`src/rtl/sort_pkg.sv`:
```
// Shared types and constants for the odd-even transposition sorter.
package sort_pkg;

  typedef enum logic [1:0] {
    IDLE   = 2'd0,
    SORT   = 2'd1,
    FINISH = 2'd2
  } state_t;

  localparam int CNT_W = 32;

  localparam logic DIR_ASC  = 1'b0;
  localparam logic DIR_DESC = 1'b1;

endpackage

```
`src/rtl/sort_cmp_swap.sv`:
```
// One compare-exchange cell; a disabled cell passes lo/hi straight through.
module sort_cmp_swap
  import sort_pkg::*;
#(
  parameter int W      = 32,
  parameter bit SIGNED = 1
) (
  input  logic [W-1:0] lo,
  input  logic [W-1:0] hi,
  input  logic         desc,
  input  logic         en,
  output logic [W-1:0] lo_o,
  output logic [W-1:0] hi_o,
  output logic         swapped
);

  logic signed [W-1:0] lo_s;
  logic signed [W-1:0] hi_s;
  logic                gt;
  logic                lt;

  assign lo_s = lo;
  assign hi_s = hi;

  always_comb begin
    if (SIGNED) begin
      gt = lo_s > hi_s;
      lt = lo_s < hi_s;
    end else begin
      gt = lo > hi;
      lt = lo < hi;
    end
    // Strict compares keep equal elements in place.
    swapped = en & ((desc == DIR_DESC) ? lt : gt);
    lo_o    = swapped ? hi : lo;
    hi_o    = swapped ? lo : hi;
  end

endmodule

```
`src/rtl/sort_engine.sv`:
```
// Start/done odd-even transposition sorter, one phase per clock, early exit.
// Optional statistics counters are built when SORT_ENGINE_STATS_EN is defined.
module sort_engine
  import sort_pkg::*;
#(
  parameter int N      = 8,
  parameter int W      = 32,
  parameter bit SIGNED = 1
) (
  input  logic             clk,
  input  logic             rstn,
  input  logic             start,
  input  logic             desc,
  input  logic [N*W-1:0]   a_in,
  output logic [N*W-1:0]   a_out,
  output logic             busy,
  output logic             done,
  output logic [CNT_W-1:0] n_phase_out,
  output logic [CNT_W-1:0] n_swap_out
);

  localparam int PH_W = $clog2(N + 1);

  state_t          state;
  state_t          state_nxt;
  logic [W-1:0]    work [N];
  logic [W-1:0]    nxt  [N];
  logic [W-1:0]    lo_o [N-1];
  logic [W-1:0]    hi_o [N-1];
  logic [N-2:0]    en;
  logic [N-2:0]    swp;
  logic            desc_q;
  logic [PH_W-1:0] ph;
  logic [PH_W-1:0] ph_inc;
  logic            prev_zero;
  logic            any_swap;
  logic            last_phase;

  for (genvar i = 0; i < N - 1; i++) begin : g_cell
    localparam bit PAR = (i % 2) == 1;
    assign en[i] = (ph[0] == PAR);
    sort_cmp_swap #(.W(W), .SIGNED(SIGNED)) u_cell (
      .lo      (work[i]),
      .hi      (work[i+1]),
      .desc    (desc_q),
      .en      (en[i]),
      .lo_o    (lo_o[i]),
      .hi_o    (hi_o[i]),
      .swapped (swp[i])
    );
  end

  // Enabled pairs never overlap, so each element comes from exactly one cell.
  always_comb begin
    nxt[0]   = lo_o[0];
    nxt[N-1] = hi_o[N-2];
    for (int j = 1; j < N - 1; j++) begin
      nxt[j] = en[j-1] ? hi_o[j-1] : lo_o[j];
    end
  end

  assign any_swap   = |swp;
  assign ph_inc     = ph + 1'b1;
  assign last_phase = (ph_inc == PH_W'(N)) ||
                      ((ph_inc >= PH_W'(2)) && !any_swap && prev_zero);
  assign busy       = (state != IDLE);

  always_comb begin
    state_nxt = state;
    case (state)
      IDLE:    if (start) state_nxt = SORT;
      SORT:    if (last_phase) state_nxt = FINISH;
      FINISH:  state_nxt = IDLE;
      default: state_nxt = IDLE;
    endcase
  end

  always_ff @(posedge clk or negedge rstn) begin
    if (!rstn) state <= IDLE;
    else       state <= state_nxt;
  end

  // Stage boundary: working array, phase tracking and the result register.
  always_ff @(posedge clk or negedge rstn) begin
    if (!rstn) begin
      for (int j = 0; j < N; j++) work[j] <= '0;
      desc_q    <= DIR_ASC;
      ph        <= '0;
      prev_zero <= 1'b0;
      a_out     <= '0;
      done      <= 1'b0;
    end else begin
      done <= (state == FINISH);
      case (state)
        IDLE: if (start) begin
          for (int j = 0; j < N; j++) work[j] <= a_in[j*W +: W];
          desc_q    <= desc;
          ph        <= '0;
          prev_zero <= 1'b0;
        end
        SORT: begin
          for (int j = 0; j < N; j++) work[j] <= nxt[j];
          ph        <= ph_inc;
          prev_zero <= !any_swap;
        end
        FINISH: for (int j = 0; j < N; j++) a_out[j*W +: W] <= work[j];
        default: ;
      endcase
    end
  end

`ifdef SORT_ENGINE_STATS_EN
  logic [CNT_W-1:0] ph_cnt;
  logic [CNT_W-1:0] sw_cnt;
  logic [CNT_W-1:0] phase_swaps;

  function automatic logic [CNT_W-1:0] sat_add(input logic [CNT_W-1:0] a,
                                               input logic [CNT_W-1:0] b);
    logic [CNT_W:0] s;
    s = {1'b0, a} + {1'b0, b};
    return s[CNT_W] ? '1 : s[CNT_W-1:0];
  endfunction

  always_comb begin
    phase_swaps = '0;
    for (int i = 0; i < N - 1; i++) phase_swaps = phase_swaps + CNT_W'(swp[i]);
  end

  // Stage boundary: statistics counters and their FINISH snapshot.
  always_ff @(posedge clk or negedge rstn) begin
    if (!rstn) begin
      ph_cnt      <= '0;
      sw_cnt      <= '0;
      n_phase_out <= '0;
      n_swap_out  <= '0;
    end else begin
      case (state)
        IDLE: if (start) begin
          ph_cnt <= '0;
          sw_cnt <= '0;
        end
        SORT: begin
          ph_cnt <= sat_add(ph_cnt, CNT_W'(1));
          sw_cnt <= sat_add(sw_cnt, phase_swaps);
        end
        FINISH: begin
          n_phase_out <= ph_cnt;
          n_swap_out  <= sw_cnt;
        end
        default: ;
      endcase
    end
  end
`else
  assign n_phase_out = '0;
  assign n_swap_out  = '0;
`endif

endmodule
```
`config.mk`:
```
export PLATFORM = sky130hd
export DESIGN_NAME = sort_engine
export DESIGN_NICKNAME = d
export VERILOG_FILES = /design/src/rtl/sort_pkg.sv /design/src/rtl/sort_cmp_swap.sv /design/src/rtl/sort_engine.sv
export SDC_FILE = /design/constraint.sdc
export NUM_CORES = 1
export LEC_CHECK = 0
export CORE_UTILIZATION = 45
export DETAILED_ROUTE_END_ITERATION = 7
export PLACE_DENSITY = 0.79
export SYNTH_ARGS = -nofsm -noshare
export SYNTH_HDL_FRONTEND = slang
export SYNTH_SLANG_ARGS = --single-unit
```
`constraint.sdc`:
```
create_clock -name clk -period 3.05 [get_ports clk]
set_input_delay 0.61 -clock clk [delete_from_list [all_inputs] [get_ports clk]]
set_output_delay 0.61 -clock clk [all_outputs]
set_load 0.01 [all_outputs]
```
# --- After elaboration in Yosys (flattened, before gate mapping) ---
# Cells that the tools add are included.
# Widths: inputs -> output; s select.
totals:
  word_cells: 107
  input_bits: 260
  out_inout_bits: 322
  register_bits: 521
op_classes:
  muxes: 36
  n_eq_ne: 14
  reduce_logical: 19
  order_cmp: 15
  n_addsub: 1
  bitwise_logic: 8
op_table:
  columns: ["op", "count"]
  rows:
  - ["$mux 32", 20]
  - ["$pmux 256 s2", 1]
  - ["$mux 256", 1]
  - ["$gt 32x32->1", 7]
  - ["$lt 32x32->1", 7]
  - ["$reduce_and 4->1", 6]
  - ["$ne 3x2->1 const B", 7]
  - ["$mux 1", 8]
  - ["$pmux 4 s2", 1]
  - ["$and 1x1->1", 7]
  - ["$reduce_or 7->1", 1]
  - ["$reduce_and 2->1", 3]
  - ["$reduce_and 3->1", 2]
  - ["$add 4x1->4 const B", 1]
  - ["$eq 4x4->1 const B", 1]
  - ["$ge 4x2->1 const B", 1]
  - ["$mux 2", 2]
  - ["$mux 4", 1]
  - ["$ne 2x1->1 const B", 2]
  - ["$ne 2x2->1 const B", 2]
  - ["$pmux 2 s2", 1]
  - ["$reduce_bool 2->1", 2]
  - ["$eq 2x1->1 const B", 1]
  - ["$eq 2x2->1 const B", 1]
  - ["6 further kinds", 7]

# --- Longest topological paths before layout ---
# Gate-level depths: netlist (run 1).
logic_depth:
  ltp_word: 10
  mapped_depth: 14
  mapped_depth_nobuf: 12

# --- Modules after synthesis ---
# From an unflattened synthesis (run 1), not the netlist that was laid out.
hier_totals:
  hier_cells: 3526
  area_unflattened_um2: 36809.1
by_module_without_submodules:
  columns: ["module", "cells_each", "n_inst", "area_per_inst_um2"]
  rows:
  - ["sort_engine", 2189, 1, 23978.0]
  - ["sort_cmp_swap", 191, 7, 1833.0]

# --- Worst setup path after synthesis (run 1) ---
# Ideal clock, no wire load.
synth_timing:
  kind: "register -> register"
  startpoint: "register work[97] in the netlist's numbering"
  endpoint: "register work[110] in the netlist's numbering"
  stages_incl_launch_ff: 14
  path_slack_ps: 7
  path_buffers: 1
  required_time_ps: 2967
  t_arrival_ps: 2960
  path_cell_list: "dfrtp_1 > inv_1 > ha_1 > nor2b_1 > o211ai_1 > a21boi_0 > or4_1 > a211oi_1 > mux2_2 > a21oi_1 > a21boi_2 > buf_2 > o211ai_1 > o21ai_0"
synth_between:
  elab_chain_len: 5
  word_cells_on_any_way: 11
synth_lines:
  columns: ["element", "line", "rtl"]
  rows:
  - ["start: declaration", "sort_engine.sv:26", "logic [W-1:0] work [N];"]
  - ["$gt 32x32->1 / $lt 32x32->1 (equally long branches)", "sort_cmp_swap.sv:27, sort_cmp_swap.sv:28", null]
  - ["$mux 1", "sort_cmp_swap.sv:34", "swapped = en & ((desc == DIR_DESC) ? lt : gt);"]
  - ["$and 1x1->1", "sort_cmp_swap.sv:34", null]
  - ["$ne 3x2->1 (no line)", null, null]
  - ["$reduce_and 4->1 (no line) (*)", null, null]
# Every way passes the cells marked *; elsewhere a longest branch is shown, timed or not.
# A chain may end at the register's enable or synchronous reset.

# --- Worst setup path after layout (run 1) ---
layout_timing:
  startpoint: "register work[12] in the netlist's numbering"
  endpoint: "register work[2] in the netlist's numbering"
layout_between:
  elab_chain_len: 5
  word_cells_on_any_way: 6
layout_lines:
  columns: ["element", "line"]
  rows:
  - ["$gt 32x32->1 / $lt 32x32->1 (equally long branches)", "sort_cmp_swap.sv:27, sort_cmp_swap.sv:28"]
  - ["$mux 1 (*)", "sort_cmp_swap.sv:34"]
  - ["$and 1x1->1 (*)", "sort_cmp_swap.sv:34"]
  - ["$ne 2x1->1 (no line) (*)", null]
  - ["$reduce_and 3->1 (no line) (*)", null]
# Marked as above.

==> results.py, run 1 <==
metrics = {
    "grt": {
        "antenna_found_initial": 18,
        "grt_pass1_vias": 29500,
        "grt_first_pass_wirelength_um": 173000,
        "grt_remaining_overflow": 0,
        "grt_max_degree": 303,
        "grt_use_total_pct": 34.2,
    },
    "synth": {
        "synth_edf_count": 0,
        "netlist_instances": 3321,
        "synthDistinctLibCells": 69,
        "synthArstFlopShare_pct": 100,
        "ys_ff_latch": 521,
        "synth_area_per_cell_um2": 8.74,
        "synth_ff_type": "dfrtp_1",
        "syn-cell-area_um2": 29000,
        "synth_warnings": 0,
        "ys_seq_area_share_pct": 44.9,
    },
    "layout": {
        "fillers": 4466,
        "multi_input_area_um2": 16300,
        "final_util_pct": 70.5,
        "drive_above_1_share_pct": 26.0,
        "area_growth_pct": 54.2,
        "register_area_um2": 13100,
        "layout.cells.non_filler": 5266,
        "fin_nets": 4849,
    },
    "critical_path": {
        "reg2reg_depth": 15,
        "critPathArrivalTime_ns": 3.92,
        "reg2reg_from": "work[12]",
        "endpoint_kind": "flip-flop",
        "worstPathMaxFanout": 8,
        "slowest_stage": "dfrtp_1",
        "worst-setup-path-type": "flip-flop to flip-flop",
        "worstSetupStartpointType": "flip-flop",
        "ff2ff_setup_slack_ns": -0.37,
        "r2r-end": "work[2]",
        "worstPathCellList": "inv_2, ha_4, nand4_1, buf_4, nor2_2, a221o_1, o31ai_4, a41oi_4, buf_6, mux2i_4, o31ai_4, buf_12, buf_12, nor2_2, a31oi_1",
        "cp_data_required_time_ns": 3.55,
        "cp.depth": 15,
        "crit_end": "work[2]",
        "max_stage_delay_ns": 0.41,
        "cp-startpoint": "work[12]",
        "cp_top_family": "compound AO/OA/AOI/OAI gates",
        "path_buf_inv": 5,
    },
    "power_and_ir_drop": {
        "vdd_ir_drop_max_uv": 1050,
        "power_density_nw_per_um2": 1480,
        "p_leak_nw": 20.5,
    },
    "clocking": {
        "cts_root_buf": "clkbuf_16",
        "cts.sinks": 521,
        "clockBufferDepth": 3,
        "insertion_delay_ns": 0.62,
        "tritoncts": "yes",
        "path_clk_slew_ns": 0.06,
        "htree_levels": 2,
        "cts_buffers": 56,
    },
    "place": {
        "routabilityCongestion": 0.936,
        "hpwl_um": 79000,
        "placed_cells": 4998,
        "portBuffers": 517,
        "dp_slack_ns": -0.686,
    },
    "route": {
        "drc": 1,
        "vias": 30400,
        "avgViaCountPerCell": 5.77,
        "wl_per_cell_um": 23.1,
        "wl_um": 122000,
        "drt-pass1-iter-count": 8,
        "drt_iter0_markers": 3324,
        "antenna_left": 0,
    },
    "die": {
        "start_util_pct": 45.7,
        "rows": 92,
        "die_area_um2": 65500,
        "die_height_um": 256,
        "die_w_um": 256,
        "io_pins": 582,
        "core_um2": 63400,
    },
    "sta": {
        "tightest_slew_ns": 1.27,
        "finalClockSkew_ns": 0.0230,
        "finalSetupViolations": 259,
        "final_hold_viol_count": 0,
        "relSlewSlack_pct": 15.0,
        "fin_crit_sh_pct": 112,
        "fmax_mhz": 293,
        "drv_slew": 0,
        "finalCriticalPeriod_ns": 3.42,
        "holdWs_ns": 0.474,
        "rsz0062_at_grt": "true",
        "setup_ws_ns": -0.368,
        "fin_setup_tns_ns": -56.71,
    },
    "outcome": {
        "violations": "design-rule violations, negative setup slack",
        "outcome": "complete, but fails checks",
    },
    "min_path": {
        "hold_path_class": "flip-flop to flip-flop",
    },
    "run": {
        "maxCapViolCount": 0,
    },
}
-- cells in the final DEF (no fill, tap or decap), types with 28 or more instances in the layout --
cell | netlist | routed
a21oi_1 | 176 | 156
a31oi_1 | 68 | 58
buf_12 | 0 | 37
buf_4 | 67 | 558
buf_6 | 9 | 35
clkbuf_16 | 0 | 72
clkdlybuf4s50_1 | 0 | 516
conb_1 | 1 | 64
dfrtp_1 | 521 | 513
ha_1 | 226 | 167
ha_4 | 0 | 57
inv_1 | 230 | 194
inv_2 | 0 | 32
mux2i_1 | 102 | 99
nand2_1 | 689 | 658
nand4_1 | 33 | 33
nor2_1 | 183 | 118
nor2_2 | 1 | 28
nor2_4 | 0 | 38
o211ai_1 | 200 | 200
o21ai_0 | 434 | 290
o21ai_1 | 9 | 73
o21ai_2 | 0 | 78
-- synth_stat cells (6+ instances only) --
library cell / count / area [um^2]
nand4_1: 33 / 206
buf_1: 14 / 52.6
o211ai_1: 200 / 1500
a31oi_1: 68 / 425
a221oi_1: 6 / 52.6
nor2b_1: 8 / 50.1
a21o_1: 21 / 158
o21ai_0: 434 / 2170
buf_4: 67 / 503
dfrtp_1: 521 / 13000
o21ai_1: 9 / 45.0
nand2_1: 689 / 2590
inv_1: 230 / 863
ha_1: 226 / 2830
nand3_1: 24 / 120
nor4_1: 10 / 62.6
a211oi_1: 6 / 45.0
and4_1: 13 / 114
mux2i_1: 102 / 1020
nand2b_1: 12 / 75.1
and2_1: 7 / 43.8
buf_6: 9 / 101
nor3_1: 9 / 45.0
clkbuf_1: 154 / 578
buf_2: 18 / 90.1
a21oi_1: 176 / 881
nor2_1: 183 / 687
-- repair_timing --
| item | 4_1_cts | 5_1_grt |
|---|---|---|
| hold buffers | 1 | 0 |
| endpoints found under the hold margin | 38 | 0 |
| gates resized for setup | 308 | 355 |
| setup buffers | 77 | 49 |
| setup endpoints to repair | 259 | 260 |
| gates cloned | 22 | 16 |
| pin swaps | 70 | 72 |
-- cell families after synthesis --
family / count (synthesis) / synth area share [%]
AND/OR/NAND/NOR: 1002 / 14.1
AO/OA/AOI/OAI: 971 / 19.8
flip-flops: 521 / 44.9
XOR/XNOR: 1 / 0.0302
multiplexers: 104 / 3.60
buffers and inverters: 495 / 7.72
adder cells (fa/ha/maj): 226 / 9.75
other: 1 / 0.0129
-- registers in the layout, summed over array words and instances (netlist names) --
signal     cells
state          2
desc_q         1
a_out        256
prev_zero      1
ph             4
done           1
work         256
-- metal layers --
metal	share of wire (%)	global-route usage [%]	vias up
met4	6.6	19.8	14
li1	-	-	13500
met5	0.072	0	-
met3	8.0	6.36	497
met1	38	41.4	14700
met2	48	57.0	1673
-- through the flow --
stage / instance area [um^2] / power (mW)
floorplan: 29200 / 29.3
global placement: 38400 / 43.3
detailed placement: 38400 / 44.4
CTS: 42800 / 59.4
global route: 44700 / 69.8
finish: 44700 / 66.3
-- tightest hold or removal path, cell delays in order, from the launching register on --
cell and delay [ns]:
dfrtp_1 0.34, nand2_1 0.05, nand2_1 0.06
-- report_power, final --
part | switching [mW] | internal, mW | total [mW]
registers | 2.58 | 10.3 | 12.9
logic | 23.7 | 22.3 | 46.0
clock network | 3.04 | 4.42 | 7.46
total | 29.3 | 37.0 | 66.3
-- area by class of cell --
| type | instances | area share [%] |
|---|---|---|
| antenna | 13 | 0.0727 |
| clock buffer | 77 | 3.67 |
| clock inverter | 25 | 0.763 |
| inverter | 230 | 1.95 |
| multi-input combinational | 2368 | 36.3 |
| sequential | 521 | 29.2 |
| tap | 846 | 2.37 |
| timing repair buffer | 1186 | 25.7 |
-- worst min path at each step --
stage	to	slack, ns	startpoint	cells after the start
after global placement	a_out[28]	0.46	a_out[28]	2
after CTS	a_out[3]	0.48	a_out[3]	2
after floorplan	a_out[0]	0.31	rstn	0
final	a_out[3]	0.47	a_out[3]	2
after global routing	a_out[62]	0.49	a_out[62]	2
after detailed placement	a_out[3]	0.46	a_out[3]	2
(Power assumes the default switching activity.)
==> inputs of run 2 (changes only) <==
--- a/config.mk
+++ b/config.mk
@@ -5,6 +5,8 @@
 export SDC_FILE = /design/constraint.sdc
 export NUM_CORES = 1
 export LEC_CHECK = 0
+export CORE_ASPECT_RATIO = 0.8
+export CORE_MARGIN = 1
 export CORE_UTILIZATION = 45
 export DETAILED_ROUTE_END_ITERATION = 7
 export PLACE_DENSITY = 0.79
==> run 2 against run 1 <==
Against the previous run:
- the flow finishes with violations (negative setup slack)
- first-iteration DRC count shrank 7.0%
- combinational power about the same
- sequential power hardly changed
- maximum frequency shrank 0.50%
- flip-flop and latch count stayed put
- critical path depth rose by 1
- critical endpoint is now work[200]
- largest cell class unchanged
- highest routed layer unchanged
==> results.py, run 2 (synthesized netlist as in run 1, its figures left out) <==
metrics = {
    "route": {
        "vias": 30400,
        "drt-pass1-iter-count": 8,
        "wl_per_cell_um": 22.9,
        "drc": 0,
        "avgViaCountPerCell": 5.80,
        "met1Wirelength_um": 46700,
        "wl_um": 120000,
        "drt_iter0_markers": 3091,
        "met2_wirelength_um": 56400,
        "antenna_left": 0,
        "wl_met3_um": 11600,
        "dr.max_layer_used": "met5",
    },
    "place": {
        "routabilityCongestion": 0.928,
        "placed_cells": 4986,
        "post_dp_cell_area_um2": 38300,
        "hpwl_um": 76200,
        "portBuffers": 517,
        "dp_slack_ns": -0.798,
    },
    "critical_path": {
        "endpoint_kind": "flip-flop",
        "cp_data_required_time_ns": 3.58,
        "worstPathMaxFanout": 39,
        "worstSetupStartpointType": "flip-flop",
        "worst-setup-path-type": "flip-flop to flip-flop",
        "reg2reg_depth": 16,
        "critPathArrivalTime_ns": 3.96,
    },
    "layout": {
        "stdcell_area_um2": 44400,
        "layout.cells.non_filler": 5238,
        "final_cell_mix": "nand2_1, buf_4, clkdlybuf4s50_1",
        "final_util_pct": 70.2,
        "area_growth_pct": 52.9,
        "fillers": 4526,
        "reg_top3": "a_out (256), work (256), ph (4)",
        "layout_commonest_cell": "nand2_1",
        "drive_above_1_share_pct": 24.9,
        "fin_nets": 4825,
    },
    "grt": {
        "grt_first_pass_wirelength_um": 170000,
        "grt_remaining_overflow": 0,
        "antenna_found_initial": 18,
        "grt_max_degree": 161,
        "grt_use_total_pct": 33.6,
        "grt_pass1_vias": 29400,
    },
    "sta": {
        "final_hold_viol_count": 0,
        "drv_slew": 0,
        "fmax_mhz": 291,
        "holdWs_ns": 0.474,
        "tightest_slew_ns": 0.994,
        "finalCriticalPeriod_ns": 3.44,
        "rsz0062_at_grt": "true",
        "setup_ws_ns": -0.385,
        "fin_crit_sh_pct": 113,
        "relSlewSlack_pct": 33.7,
        "finalClockSkew_ns": 0.0183,
        "finalSetupViolations": 259,
    },
    "die": {
        "rows": 82,
        "die_area_um2": 65500,
        "start_util_pct": 45.9,
        "core_um2": 63200,
        "die_height_um": 229,
        "io_pins": 582,
        "die_w_um": 286,
    },
    "power_and_ir_drop": {
        "p_comb_share_pct": 69.7,
        "vdd_ir_drop_max_uv": 918,
        "seq_power_share_pct": 19.6,
        "intPower_mw": 36.0,
        "power_density_nw_per_um2": 1480,
        "p_sw_mw": 29.6,
        "power_frac_clock_pct": 10.7,
        "p_leak_nw": 20.4,
        "switching_share_pct": 45.1,
    },
    "clocking": {
        "insertion_delay_ns": 0.63,
        "cts_buffers": 55,
        "clockBufferDepth": 3,
        "cts_root_buf": "clkbuf_16",
        "path_clk_slew_ns": 0.06,
        "cts.sinks": 521,
        "tritoncts": "yes",
        "htree_levels": 2,
    },
    "outcome": {
        "violations": "negative setup slack",
        "outcome": "complete, but fails checks",
    },
    "min_path": {
        "whs_path_depth": 2,
        "hold_path_class": "flip-flop to flip-flop",
    },
    "run": {
        "maxCapViolCount": 0,
    },
}
## run 2: cell count changes in the layout (fill, tap and decap cells not counted), moves of 8 or more
cell     delta
a21oi_1     +9
a21oi_2     -9
buf_4      -23
inv_2       -9
nand2_1    -18
nand2_2     +8
nand2_4    +10
o21ai_1    +21
o21ai_2    -14
## run 2: path summary, 6_finish.rpt
kind | startpoint | endpoint | slack, ns
setup / recovery | work[207] | work[200] | -0.39
hold / removal | a_out[25] | a_out[25] | 0.47
setup reg to reg | work[207] | work[200] | -0.39
hold reg to reg | a_out[25] | a_out[25] | 0.47
max in group asynchronous | rstn | work[24] | 1.57
min in group asynchronous | rstn | work[200] | 0.53
## run 2: final cells by class
| class | instances | area [um^2] | share of cell area [%] |
|---|---|---|---|
| Antenna cell | 15 | 37.5 | 0.0846 |
| Sequential cell | 521 | 13000 | 29.4 |
| Multi-Input combinational cell | 2368 | 16200 | 36.5 |
| Clock inverter | 30 | 282 | 0.635 |
| Tap cell | 840 | 1050 | 2.37 |
| Clock buffer | 71 | 1550 | 3.49 |
| Inverter | 230 | 883 | 1.99 |
| Timing Repair Buffer | 1163 | 11300 | 25.5 |
## run 2: what timing repair did
item	4_1_cts	5_1_grt
pin swaps	64	75
setup endpoints to repair	259	259
gates resized for setup	339	333
gates cloned	22	22
setup buffers	69	32
hold buffers	1	0
hold endpoints to repair	45	0
## run 2: through the flow
step | total power [mW] | TNS, ns
after detailed placement | 43.8 | -140.25
after global placement | 42.7 | -131.97
after CTS | 58.4 | -31.29
after global routing | 69.0 | -85.81
final | 65.6 | -70.69
after floorplan | 29.3 | 0
## run 2: metal layers
| layer | GRT usage, % | vias to the layer above |
|---|---|---|
| li1 | - | 13500 |
| met1 | 43.3 | 14700 |
| met2 | 55.2 | 1756 |
| met3 | 7.11 | 418 |
| met5 | 0 | - |
| met4 | 12.8 | 14 |
## run 2: worst max-delay path: stages (launching register included)
cell and delay [ns]:
dfrtp_1 0.44, buf_6 0.14, inv_4 0.04, ha_4 0.27
nand4_1 0.24, nor4_4 0.42, buf_4 0.19, buf_4 0.10
a31oi_1 0.12, nand3_1 0.15, a21oi_1 0.08, a311o_2 0.36
o31ai_4 0.19, buf_6 0.19, buf_12 0.21, nand2_1 0.09
o21ai_0 0.09
## run 2: power by group through the flow
| stage | registers, mW | clock network, mW | logic, mW |
|---|---|---|---|
| finish | 12.9 | 7.03 | 45.8 |
| global route | 13.1 | 7.33 | 48.5 |
| CTS | 12.6 | 7.02 | 38.7 |
| detailed placement | 12.6 | 0 | 31.2 |
| global placement | 12.6 | 0 | 30.1 |
| floorplan | 13.0 | 0 | 16.3 |
